==> src/rtl/mdu_pkg.sv <==
// Shared types for the multi-cycle multiply/divide unit: opcodes, FSM states, op classification.
package mdu_pkg;

  typedef enum logic [1:0] {
    MdMult  = 2'd0,
    MdMultu = 2'd1,
    MdDiv   = 2'd2,
    MdDivu  = 2'd3
  } mdu_op_e;

  typedef enum logic [1:0] {
    MdIdle = 2'd0,
    MdCalc = 2'd1,
    MdFix  = 2'd2
  } mdu_state_e;

  function automatic logic is_signed_op(input mdu_op_e op);
    return (op == MdMult) || (op == MdDiv);
  endfunction

  function automatic logic is_div_op(input mdu_op_e op);
    return (op == MdDiv) || (op == MdDivu);
  endfunction

endpackage

==> src/rtl/mdu_step.sv <==
// One radix-2 iteration: shift-add multiply or restoring divide on unsigned magnitudes.
module mdu_step
  import mdu_pkg::*;
#(
  parameter int WIDTH = 32,
  parameter int CNT_W = $clog2(WIDTH + 1)
) (
  input  mdu_op_e                mode_i,
  input  logic [CNT_W-1:0]       cnt_i,
  input  logic [2*WIDTH-1:0]     acc_i,
  input  logic [3*WIDTH-1:0]     opr_i,
  output logic [2*WIDTH-1:0]     acc_o,
  output logic [3*WIDTH-1:0]     opr_o
);

  localparam int W = WIDTH;

  // Multiply: opr = {multiplier, multiplicand shifted left (2W)}; divide: opr[W-1:0] = divisor.
  logic [W:0]     rem_sh;
  logic [W:0]     diff;
  logic [W-1:0]   mplr;
  logic [2*W-1:0] mcand;
  logic [2*W-1:0] sum;

  always_comb begin
    acc_o  = acc_i;
    opr_o  = opr_i;
    rem_sh = acc_i[2*W-1:W-1];
    diff   = rem_sh - {1'b0, opr_i[W-1:0]};
    mplr   = opr_i[3*W-1:2*W];
    mcand  = opr_i[2*W-1:0];
    sum    = acc_i + (mplr[0] ? mcand : '0);
    if (cnt_i != '0) begin
      if (is_div_op(mode_i)) begin
        if (!diff[W]) acc_o = {diff[W-1:0], acc_i[W-2:0], 1'b1};
        else          acc_o = {acc_i[2*W-2:0], 1'b0};
      end else begin
        acc_o = sum;
        opr_o = {1'b0, mplr[W-1:1], mcand[2*W-2:0], 1'b0};
      end
    end
  end

endmodule

==> src/rtl/multicyc_mdu.sv <==
// Iterative MULT/MULTU/DIV/DIVU unit owning HI/LO. Define MDU_EARLY_OUT_EN to let
// multiplies finish once the multiplier is exhausted and divide-by-zero skip iterating.
module multicyc_mdu
  import mdu_pkg::*;
#(
  parameter int WIDTH = 32,
  parameter int CNT_W = $clog2(WIDTH + 1)
) (
  input  logic             clk,
  input  logic             reset,
  input  logic             start,
  input  logic [1:0]       op,
  input  logic [WIDTH-1:0] a,
  input  logic [WIDTH-1:0] b,
  input  logic             cancel,
  input  logic             wr_hi,
  input  logic             wr_lo,
  input  logic [WIDTH-1:0] wr_data,
  output logic             busy,
  output logic             done,
  output logic             div_by_zero,
  output logic [WIDTH-1:0] hi,
  output logic [WIDTH-1:0] lo
);

  localparam int W = WIDTH;

  mdu_state_e       state_q, state_d;
  mdu_op_e          op_q, op_d, op_in;
  logic [CNT_W-1:0] cnt_q, cnt_d;
  logic             res_neg_q, res_neg_d, rem_neg_q, rem_neg_d, dbz_q, dbz_d;
  logic [2*W-1:0]   acc_q, acc_d, acc_nx;
  logic [3*W-1:0]   opr_q, opr_d, opr_nx;
  logic [W-1:0]     hi_q, hi_d, lo_q, lo_d;
  logic             done_q, done_d, div_by_zero_q, div_by_zero_d;
  logic             sgn;
  logic [W-1:0]     abs_a, abs_b, dbz_mag;

  mdu_step #(.WIDTH(W), .CNT_W(CNT_W)) u_step (
    .mode_i (op_q),
    .cnt_i  (cnt_q),
    .acc_i  (acc_q),
    .opr_i  (opr_q),
    .acc_o  (acc_nx),
    .opr_o  (opr_nx)
  );

  // A zero divisor leaves |a| in the remainder half, or untouched in the low half when iterations are skipped.
`ifdef MDU_EARLY_OUT_EN
  assign dbz_mag = acc_q[W-1:0];
`else
  assign dbz_mag = acc_q[2*W-1:W];
`endif

  always_comb begin
    op_in = mdu_op_e'(op);
    sgn   = is_signed_op(op_in);
    abs_a = (sgn && a[W-1]) ? -a : a;
    abs_b = (sgn && b[W-1]) ? -b : b;

    state_d       = state_q;
    op_d          = op_q;
    cnt_d         = cnt_q;
    res_neg_d     = res_neg_q;
    rem_neg_d     = rem_neg_q;
    dbz_d         = dbz_q;
    acc_d         = acc_q;
    opr_d         = opr_q;
    hi_d          = hi_q;
    lo_d          = lo_q;
    done_d        = 1'b0;
    div_by_zero_d = 1'b0;

    case (state_q)
      MdIdle: begin
        if (wr_hi) hi_d = wr_data;
        if (wr_lo) lo_d = wr_data;
        if (start) begin
          state_d   = MdCalc;
          op_d      = op_in;
          cnt_d     = CNT_W'(W);
          res_neg_d = sgn && (a[W-1] ^ b[W-1]);
          rem_neg_d = sgn && a[W-1];
          dbz_d     = is_div_op(op_in) && (b == '0);
          if (is_div_op(op_in)) begin
            acc_d = {{W{1'b0}}, abs_a};
            opr_d = {{(2*W){1'b0}}, abs_b};
          end else begin
            acc_d = '0;
            opr_d = {abs_b, {W{1'b0}}, abs_a};
          end
        end
      end
      MdCalc: begin
        acc_d = acc_nx;
        opr_d = opr_nx;
        cnt_d = cnt_q - CNT_W'(1);
        if (cnt_q == CNT_W'(1)) state_d = MdFix;
`ifdef MDU_EARLY_OUT_EN
        if (!is_div_op(op_q) && (opr_nx[3*W-1:2*W] == '0)) state_d = MdFix;
        if (dbz_q) begin
          state_d = MdFix;
          acc_d   = acc_q;
        end
`endif
        if (cancel) state_d = MdIdle;
      end
      MdFix: begin
        state_d = MdIdle;
        if (!cancel) begin
          done_d        = 1'b1;
          div_by_zero_d = dbz_q;
          if (dbz_q) begin
            lo_d = '1;
            hi_d = rem_neg_q ? -dbz_mag : dbz_mag;
          end else if (is_div_op(op_q)) begin
            lo_d = res_neg_q ? -acc_q[W-1:0]   : acc_q[W-1:0];
            hi_d = rem_neg_q ? -acc_q[2*W-1:W] : acc_q[2*W-1:W];
          end else begin
            {hi_d, lo_d} = res_neg_q ? -acc_q : acc_q;
          end
        end
      end
      default: state_d = MdIdle;
    endcase
  end

  always_ff @(posedge clk) begin
    if (reset) begin
      state_q       <= MdIdle;
      done_q        <= 1'b0;
      div_by_zero_q <= 1'b0;
      hi_q          <= '0;
      lo_q          <= '0;
    end else begin
      state_q       <= state_d;
      done_q        <= done_d;
      div_by_zero_q <= div_by_zero_d;
      hi_q          <= hi_d;
      lo_q          <= lo_d;
    end
  end

  always_ff @(posedge clk) begin
    op_q      <= op_d;
    cnt_q     <= cnt_d;
    res_neg_q <= res_neg_d;
    rem_neg_q <= rem_neg_d;
    dbz_q     <= dbz_d;
    acc_q     <= acc_d;
    opr_q     <= opr_d;
  end

  assign busy        = (state_q != MdIdle);
  assign done        = done_q;
  assign div_by_zero = div_by_zero_q;
  assign hi          = hi_q;
  assign lo          = lo_q;

endmodule
==> config.mk <==
export PLATFORM = sky130hd
export DESIGN_NAME = multicyc_mdu
export DESIGN_NICKNAME = d
export VERILOG_FILES = /design/src/rtl/mdu_pkg.sv /design/src/rtl/mdu_step.sv /design/src/rtl/multicyc_mdu.sv
export SDC_FILE = /design/constraint.sdc
export NUM_CORES = 1
export LEC_CHECK = 0
export CAP_MARGIN = 0
export CORE_ASPECT_RATIO = 1.75
export CORE_UTILIZATION = 40
export DETAILED_ROUTE_END_ITERATION = 12
export GPL_TIMING_DRIVEN = 0
export PLACE_DENSITY = 0.69
export SLEW_MARGIN = 20
export SYNTH_ARGS = -nofsm -noshare
export SYNTH_HDL_FRONTEND = slang
export SYNTH_SLANG_ARGS = --single-unit
==> constraint.sdc <==
create_clock -name clk -period 11.1 [get_ports clk]
set_clock_uncertainty 0.15 [all_clocks]
set_input_delay 2.775 -clock clk [delete_from_list [all_inputs] [get_ports clk]]
set_output_delay 2.775 -clock clk [all_outputs]
set_load 0.01 [all_outputs]
==> Word level (Yosys, flattened, before mapping) <==
Cells that the tools add are included.
{ "totals": {"elab_cells": 93, "ff_bits": 239, "in_bits": 104, "out_inout_bits": 67} }
{ "classes": {"bitwise_logic": 2, "mux": 34, "eq_ne": 14, "reduce_logical": 23, "add_sub_neg": 8} }
{ "ops": {"columns": ["op", "count"], "rows": [
  ["two-way mux 32 bit", 13],
  ["two-way mux 64 bit", 6],
  ["two-way mux 96 bit", 4],
  ["one-hot mux 96 bit (2 select lines)", 1],
  ["negation 32 bit", 4],
  ["one-hot mux 32 bit (2 select lines)", 2],
  ["one-hot mux 64 bit (2 select lines)", 1],
  ["adder 64 bit", 1],
  ["negation 64 bit", 1],
  ["subtractor 33 x 32 -> 33 bit", 1],
  ["zero test 32 bit", 1],
  ["one-hot mux 6 bit (2 select lines)", 1],
  ["equality test 2 bit, second input constant", 5],
  ["!= test 2 bit, second input constant", 5],
  ["AND reduction 3 bit", 3],
  ["equality test 6 x 1 -> 1 bit, second input constant", 1],
  ["two-way mux 2 bit", 3],
  ["two-way mux 6 bit", 1],
  ["AND reduction 2 bit", 3],
  ["nonzero test 2 bit", 3],
  ["nonzero test 6 bit", 1],
  ["subtractor 6 x 1 -> 6 bit, second input constant", 1],
  ["logical AND 1 bit", 4],
  ["zero test 2 bit", 2],
  ["other kinds (11)", 13]
]} }

==> Depth between registers and ports, before layout <==
Gate-level depths: netlist of run 1.
{ "depth": {"depth_word": 7, "ltp_mapped": 15, "depth_no_buf": 14} }

==> By module <==
Synthesis of run 1 repeated with hierarchy kept, for this count alone.
{ "unflattened": {"hier_cells": 2746, "area_unflattened_um2": 21152.8} }
{ "by_module_without_submodules": {"columns": ["mod", "cells_per_inst", "n_inst", "area_per_inst_um2"], "rows": [
  ["multicyc_mdu", 1331, 1, 12822.3],
  ["mdu_step", 1415, 1, 8330.5]
]} }

==> Worst setup path after synthesis of run 1 <==
Ideal clock, no wire load.
{ "synth_path": {"kind": "input -> register", "startpoint": "in start", "endpoint": "reg opr_q[0], enable pin", "setup_slack_ps": 58, "cell_stages": 3, "arrival_ps": 10427, "setup_time_ps": 465, "cell_sequence": "nor2_1 a311oi_1 and2_1"} }
{ "synth_via": {"elab_chain_cells": 2} }
{ "synth_rtl": {"columns": ["item", "line", "text"], "rows": [
  ["start, declared", "multicyc_mdu.sv:11", "input logic start,"],
  ["!= test 2 bit (no line)", null, null],
  ["AND reduction 4 bit (no line)", null, null],
  ["end signal, assigned", "multicyc_mdu.sv:151", "opr_q <= opr_d;"],
  ["end, declared", "multicyc_mdu.sv:33", "logic [3*W-1:0] opr_q, opr_d, opr_nx;"]
]} }
Every way passes these cells.
A chain may end at the register's enable or synchronous reset.

==> Worst setup path in the final report of run 1 <==
{ "layout_path": {"startpoint": "in a[3]", "endpoint": "reg opr_q[24], data pin"} }
{ "layout_via": {"elab_chain_cells": 5} }
{ "layout_rtl": {"columns": ["item", "line", "text"], "rows": [
  ["start, declared", "multicyc_mdu.sv:13", "input logic [WIDTH-1:0] a,"],
  ["negation 32 bit", "multicyc_mdu.sv:58", "abs_a = (sgn && a[W-1]) ? -a : a;"],
  ["two-way mux 32 bit", "multicyc_mdu.sv:58", null],
  ["two-way mux 96 bit", "multicyc_mdu.sv:85", "if (is_div_op(op_in)) begin"],
  ["two-way mux 96 bit", "multicyc_mdu.sv:78", "if (start) begin"],
  ["one-hot mux 96 bit (2 select lines)", "multicyc_mdu.sv:74", "case (state_q)"],
  ["net opr_d[24]", "multicyc_mdu.sv:33", null]
]} }
The timed path passes the listed nets, and every way through them passes these cells. The select of a mux whose other input is x is not followed.

==> impl_metrics.py, run 1 <==
metrics = {
    "outcome": {
        "run_status": "finished clean",
    },
    "synthesis": {
        "synth_fp_nets": 2530,
        "yosys-top-cells-count": "nand2_1 (260), a21oi_1 (237), nor2_1 (209), edfxtp_1 (170), o21ai_0 (162)",
        "netlist_area_um2": 19100,
        "synth-compound-area-share_pct": 23.7,
        "synth-adder-area-share_pct": 6.81,
        "async_flop_share_pct": 0,
        "ys_seq_area_share_pct": 33.8,
        "ys_top_cells_by_area": "edfxtp_1 (27%), dfxtp_1 (7.1%), ha_1 (6.6%)",
        "post-synth-top-count-cell": "nand2_1",
        "synth_enable_flop_cells": 170,
        "synth-xor-area-share_pct": 9.47,
        "ys_warn_count": 0,
        "synth-seq-cells": 238,
        "synth_simple_gate_area_share_pct": 20.3,
        "syn_inst": 2323,
        "synth_ff_type": "edfxtp_1",
        "synth_top_family_by_area": "compound AO/OA/AOI/OAI gates",
        "yosysTopAreaCellShare_pct": 26.7,
        "ys_types": 79,
        "yosys.area.top_type": "edfxtp_1",
        "synthMuxAreaShare_pct": 2.15,
        "syn_area_per_cell_um2": 8.24,
    },
    "grt": {
        "met1_usage_pct": 32.7,
        "busiest_layer": "met2",
        "grt_use_total_pct": 31.9,
        "grt_antenna_before_repair": 1,
        "grtUsageMet3_pct": 3.74,
        "grt.met2_usage_pct": 56.4,
        "grt_max_degree": 53,
        "grt_pass1_vias": 19100,
        "grt_overflow": 0,
        "grt_pass1_wl_mm": 117,
    },
    "drt": {
        "vias": 19200,
        "initialDrtViolationCount": 1515,
        "drtAntennaViolNets": 0,
        "drc": 0,
        "viasPerCell": 6.13,
        "routedWlPerCell_um": 25.3,
        "drt-pass1-iter-count": 6,
        "wirelength_mm": 79.1,
    },
    "final_layout": {
        "final_area_um2": 22500,
        "n_antenna_cell": 0,
        "area_growth_pct": 17.7,
        "fin_util_pct": 47.9,
        "drive_gt1_share_pct": 3.22,
        "stdcell_count": 3132,
        "final_nets": 2734,
    },
    "clock_tree": {
        "cts_max_path_buffers": 3,
        "cts_root_buf": "clkbuf_16",
        "cts_resized": 0,
        "post_cts_buffers": 0,
        "numCtsBuffers": 27,
        "clkLatencyLatePin_ns": 0.58,
        "cts_tree": "built",
        "path_clk_slew_ns": 0.07,
        "ctsHoldBuffers": 0,
        "cts_sinks": 238,
        "h-tree-depth": 1,
    },
    "placed_design": {
        "dp.cells": 3086,
        "pre_cts_slack_ns": 4.61,
        "dpl_cell_area_um2": 21700,
        "gp_congestion": 1.02,
        "port_buffers": 169,
        "hpwl_mm": 63.9,
    },
    "pwr": {
        "peakVddDrop_mv": 0.108,
        "leakage_nw": 8.61,
        "powerDensity_nw_per_um2": 149,
    },
    "worst_setup_path": {
        "crit_type": "primary input to register",
        "crit_path_max_incr_delay_ns": 0.70,
        "cp_cell_sequence": "clkdlybuf4s50_1 -> nor4_1 -> nand3_1 -> nor2_1 -> a21oi_1 -> a21oi_1 -> nand2_1 -> xnor2_1 -> mux2i_1 -> nand2_1 -> o21ai_0",
        "critPathSlowestCell": "nor4_1",
        "cp.arrival_ns": 6.08,
        "crit_path_start_kind": "primary input",
        "required_ns": 11.23,
        "critPathMaxFanout": 5,
        "end_kind": "register",
    },
    "min_path": {
        "hp-class": "register to register",
    },
    "timing": {
        "period_needed_ns": 5.95,
        "fin_crit_sh_pct": 53.6,
        "setup_viol": 0,
        "slew_headroom_pct": 14.9,
        "layout_setup_ws_ns": 5.15,
        "rsz0062_at_grt": "no",
        "fmax_ghz": 0.168,
        "drv_slew": 0,
        "hold_ws_ns": 0.308,
        "hold_viol_final": 0,
        "worstMarginPinSlew_ns": 1.28,
    },
    "floorplanning": {
        "die_h_um": 291,
        "rows": 105,
        "core_um2": 47000,
        "fp.dieArea_um2": 48800,
        "start_util_pct": 40.7,
        "die_w_um": 167,
        "ioPinCount": 171,
    },
    "flow_run": {
        "max-cap-violations": 0,
    },
}
-- cells by family (layout without fill, tap and decap cells) --
| logic type | count (synthesis) | in the layout |
|---|---|---|
| multiplexers | 41 | 41 |
| AO/OA/AOI/OAI | 729 | 729 |
| buffers and inverters | 195 | 416 |
| flip-flops | 238 | 238 |
| adder cells (fa/ha/maj) | 103 | 103 |
| AND/OR/NAND/NOR | 810 | 810 |
| XOR/XNOR | 207 | 207 |
-- metrics by stage --
step                      setup TNS (ns)  power [mW]
after floorplan                        0        1.97
after global placement           -504.29        2.42
after detailed placement               0        2.43
after CTS                              0        3.33
after global routing                   0        3.48
final                                  0        3.35
-- critical path, delay by kind of cell --
family          cells  cell delay (ns)
xor+xnor            1             0.33
buf+inv             1             0.47
simple gates        5             1.62
mux                 1             0.12
compound gates      3             0.75
-- layout by cell type, fill, tap and decap left out, types with 101 or more instances in the layout --
master,Yosys,final
clkdlybuf4s50_1,0,169
edfxtp_1,170,170
xnor2_1,128,128
nor2_1,209,209
o21ai_0,162,162
a21oi_1,237,237
and2_1,107,106
ha_1,101,101
clkbuf_1,111,115
nand2_1,260,260
-- final cells by class --
type	instances	area (µm²)
clock buffer	34	737
sequential	238	6470
fill	4690	24500
clock inverter	12	108
timing repair buffer	175	1780
tap	588	736
buffer	127	485
multi-input combinational	1890	12000
inverter	68	255
-- registers in the layout, indices dropped and copies added (netlist names) --
signal,count
hi,32
dbz_q,1
div_by_zero,1
acc_q,64
op_q,1
opr_q,96
rem_neg_q,1
res_neg_q,1
cnt_q,6
state_q,2
done,1
lo,32
-- metal layers --
metal | up-vias | part of all wire (%)
li1 | 8899 | -
met4 | 0 | 11
met1 | 9167 | 34
met2 | 834 | 50
met5 | - | 0
met3 | 299 | 5.4
-- final timing paths --
path              startpoint        end  slack (ns)  depth (start not counted)
hold / removal         lo[3]      lo[3]        0.31                          2
hold reg to reg        lo[3]      lo[3]        0.31                          2
setup reg to reg   opr_q[64]  acc_q[60]        5.72                         15
setup / recovery        a[3]  opr_q[24]        5.15                         11
-- power breakdown --
group	switching (mW)	leakage [nW]	internal (mW)
logic	0.772	5.89	0.467
clock network	0.405	0.420	0.495
registers	0.138	2.31	1.07
total	1.31	8.61	2.03
Note: power is estimated with default switching activity, not from simulation.
==> inputs of run 2 (changes only) <==
Settings changed: PLACE_DENSITY 0.69 to 0.67.
Clock period 11.1 ns to 5.9 ns, I/O delays scaled along.
==> run 2 against run 1 <==
  * Core utilization is essentially flat
  * Die area unchanged
  * Clock-buffer cell count decreased by 6
  * Worst hold slack worse by 0.0055 ns
  * Design area is essentially flat
  * First-iteration DRC count grew 3.2%
  * Routed wire length is 0.25% lower
  * Sequential cell count stayed put
  * Power grew 87%
  * Register-to-register slack worse by 5.3 ns
  * Non-clock buffer count rose by 1
  * Critical path type is now register to register
  * Critical endpoint is now acc_q[0]
  * Largest power group unchanged
==> impl_metrics.py, run 2 (synthesized netlist as in run 1, its figures left out) <==
metrics = {
    "drt": {
        "drc": 0,
        "drt-pass1-iter-count": 6,
        "initialDrtViolationCount": 1563,
        "viasPerCell": 6.15,
        "drtAntennaViolNets": 0,
        "routedWlPerCell_um": 25.2,
        "vias": 19300,
        "wirelength_mm": 78.9,
    },
    "pwr": {
        "switching_share_pct": 39.3,
        "leakage_nw": 8.59,
        "peakVddDrop_mv": 0.261,
        "internal_power_mw": 3.81,
        "seq_power_share_pct": 36.2,
        "powerDensity_nw_per_um2": 279,
        "p_switching_mw": 2.46,
        "p_clk_share_pct": 26.7,
        "combinationalPowerShare_pct": 37.1,
    },
    "timing": {
        "hold_viol_final": 0,
        "setup_viol": 0,
        "slew_headroom_pct": 18.5,
        "fin_crit_sh_pct": 92.8,
        "period_needed_ns": 5.47,
        "fmax_ghz": 0.183,
        "worstMarginPinSlew_ns": 1.22,
        "rsz0062_at_grt": "no",
        "drv_slew": 0,
        "layout_setup_ws_ns": 0.426,
    },
    "grt": {
        "grt_pass1_wl_mm": 116,
        "grt_antenna_before_repair": 1,
        "grtUsageMet3_pct": 3.07,
        "busiest_layer": "met2",
        "grt_overflow": 0,
        "grt_max_degree": 36,
        "grt_pass1_vias": 19200,
        "grt_use_total_pct": 31.9,
        "met1_usage_pct": 32.3,
        "grt.met2_usage_pct": 58.4,
    },
    "final_layout": {
        "final_area_um2": 22500,
        "regMostFlops": "opr_q",
        "largest_reg_flops": 96,
        "fillers": 4654,
        "drive_gt1_share_pct": 3.11,
        "final_nets": 2733,
        "fin_util_pct": 47.9,
        "register_area_um2": 6470,
        "reg_top3": "opr_q (96), acc_q (64)",
        "layout_commonest_cell": "nand2_1",
        "area_growth_pct": 17.6,
        "multi_input_area_um2": 12000,
        "final_cell_mix": "nand2_1 (260), a21oi_1 (237), nor2_1 (209)",
    },
    "clock_tree": {
        "cts_sinks": 238,
        "numCtsBuffers": 25,
        "clkLatencyLatePin_ns": 0.58,
        "cts_max_path_buffers": 3,
        "cts_resized": 0,
        "cts_root_buf": "clkbuf_16",
        "ctsHoldBuffers": 0,
        "cts_tree": "built",
        "path_clk_slew_ns": 0.07,
        "h-tree-depth": 1,
        "post_cts_buffers": 0,
    },
    "worst_setup_path": {
        "cp.arrival_ns": 5.62,
        "critPathSlowestCell": "a2111oi_0",
        "required_ns": 6.04,
        "path_buf_inv": 3,
        "crit_path_start_kind": "register",
        "end_kind": "register",
        "crit_path_max_incr_delay_ns": 0.89,
        "cpLargestDelayFamily": "compound AO/OA/AOI/OAI gates",
        "critPathMaxFanout": 10,
        "crit_type": "register to register",
        "cp_cell_sequence": "inv_1 -> ha_1 -> inv_1 -> fa_1 -> a211oi_1 -> o21ai_0 -> o2111ai_1 -> a2111oi_0 -> o22a_1 -> o2bb2ai_1 -> xor2_1 -> buf_2 -> nand2_1 -> o21ai_0 -> o22ai_1",
    },
    "floorplanning": {
        "rows": 105,
        "die_h_um": 291,
        "die_w_um": 167,
        "fp.dieArea_um2": 48800,
        "start_util_pct": 40.7,
        "core_um2": 47000,
        "ioPinCount": 171,
    },
    "placed_design": {
        "pre_cts_slack_ns": 0.598,
        "dpl_cell_area_um2": 21700,
        "gp_congestion": 1.02,
        "port_buffers": 169,
        "hpwl_mm": 63.9,
    },
    "flow_run": {
        "max-cap-violations": 0,
    },
    "min_path": {
        "hp-class": "register to register",
    },
    "outcome": {
        "run_status": "finished clean",
    },
}
==> run 2: cell types whose count changed in the layout (fill, tap and decap cells not counted), moves of 2 or more <==
cell and delta:
buf_12 +2, bufinv_16 +2, inv_4 -2, inv_6 +2
clkbuf_16 -3, clkinv_1 +4, clkinv_2 -3
==> run 2: final timing paths <==
kind,start,cells after the start,endpoint,slack (ns)
hold reg to reg,lo[5],2,lo[5],0.30
hold / removal,lo[5],2,lo[5],0.30
setup reg to reg,acc_q[31],15,acc_q[0],0.43
setup / recovery,acc_q[31],15,acc_q[0],0.43
==> run 2: per-layer routing <==
| metal | vias up | part of all wire [%] |
|---|---|---|
| met3 | 277 | 5.2 |
| met4 | 0 | 9.5 |
| met2 | 865 | 51 |
| met1 | 9217 | 34 |
| met5 | - | 0 |
| li1 | 8906 | - |
==> run 2: tightest hold or removal path, stage by stage (launching register included) <==
cell	delay (ns)
dfxtp_1	0.31
nand2_1	0.05
a21oi_1	0.05
==> run 2: per-stage QoR <==
stage | power (mW) | hold WS (ns) | cells | TNS [ns]
2_1_floorplan | 3.70 | 0.320 | 2323 | 0
3_3_place_gp | 4.53 | 0.293 | 3080 | -154.12
3_5_place_dp | 4.56 | 0.293 | 3087 | 0
4_1_cts | 6.23 | 0.302 | 3132 | 0
5_1_grt | 6.53 | 0.317 | 3132 | 0
6_report | 6.28 | 0.303 | 3133 | 0
==> run 2: layout make-up <==
cell class / count / area share, %
Multi-Input combinational cell: 1890 / 53.1
Sequential cell: 238 / 28.7
Timing Repair Buffer: 176 / 7.94
Tap cell: 588 / 3.27
Clock buffer: 28 / 2.83
Buffer: 127 / 2.16
Inverter: 68 / 1.13
Clock inverter: 17 / 0.811
Antenna cell: 1 / 0.0111
==> run 2: power groups by stage <==
stage          clock (mW)  sequential (mW)  combinational (mW)
2_1_floorplan           0             2.18                1.53
3_3_place_gp            0             2.30                2.23
3_5_place_dp            0             2.29                2.27
5_1_grt              1.73             2.28                2.52
4_1_cts              1.68             2.26                2.28
6_report             1.68             2.27                2.33
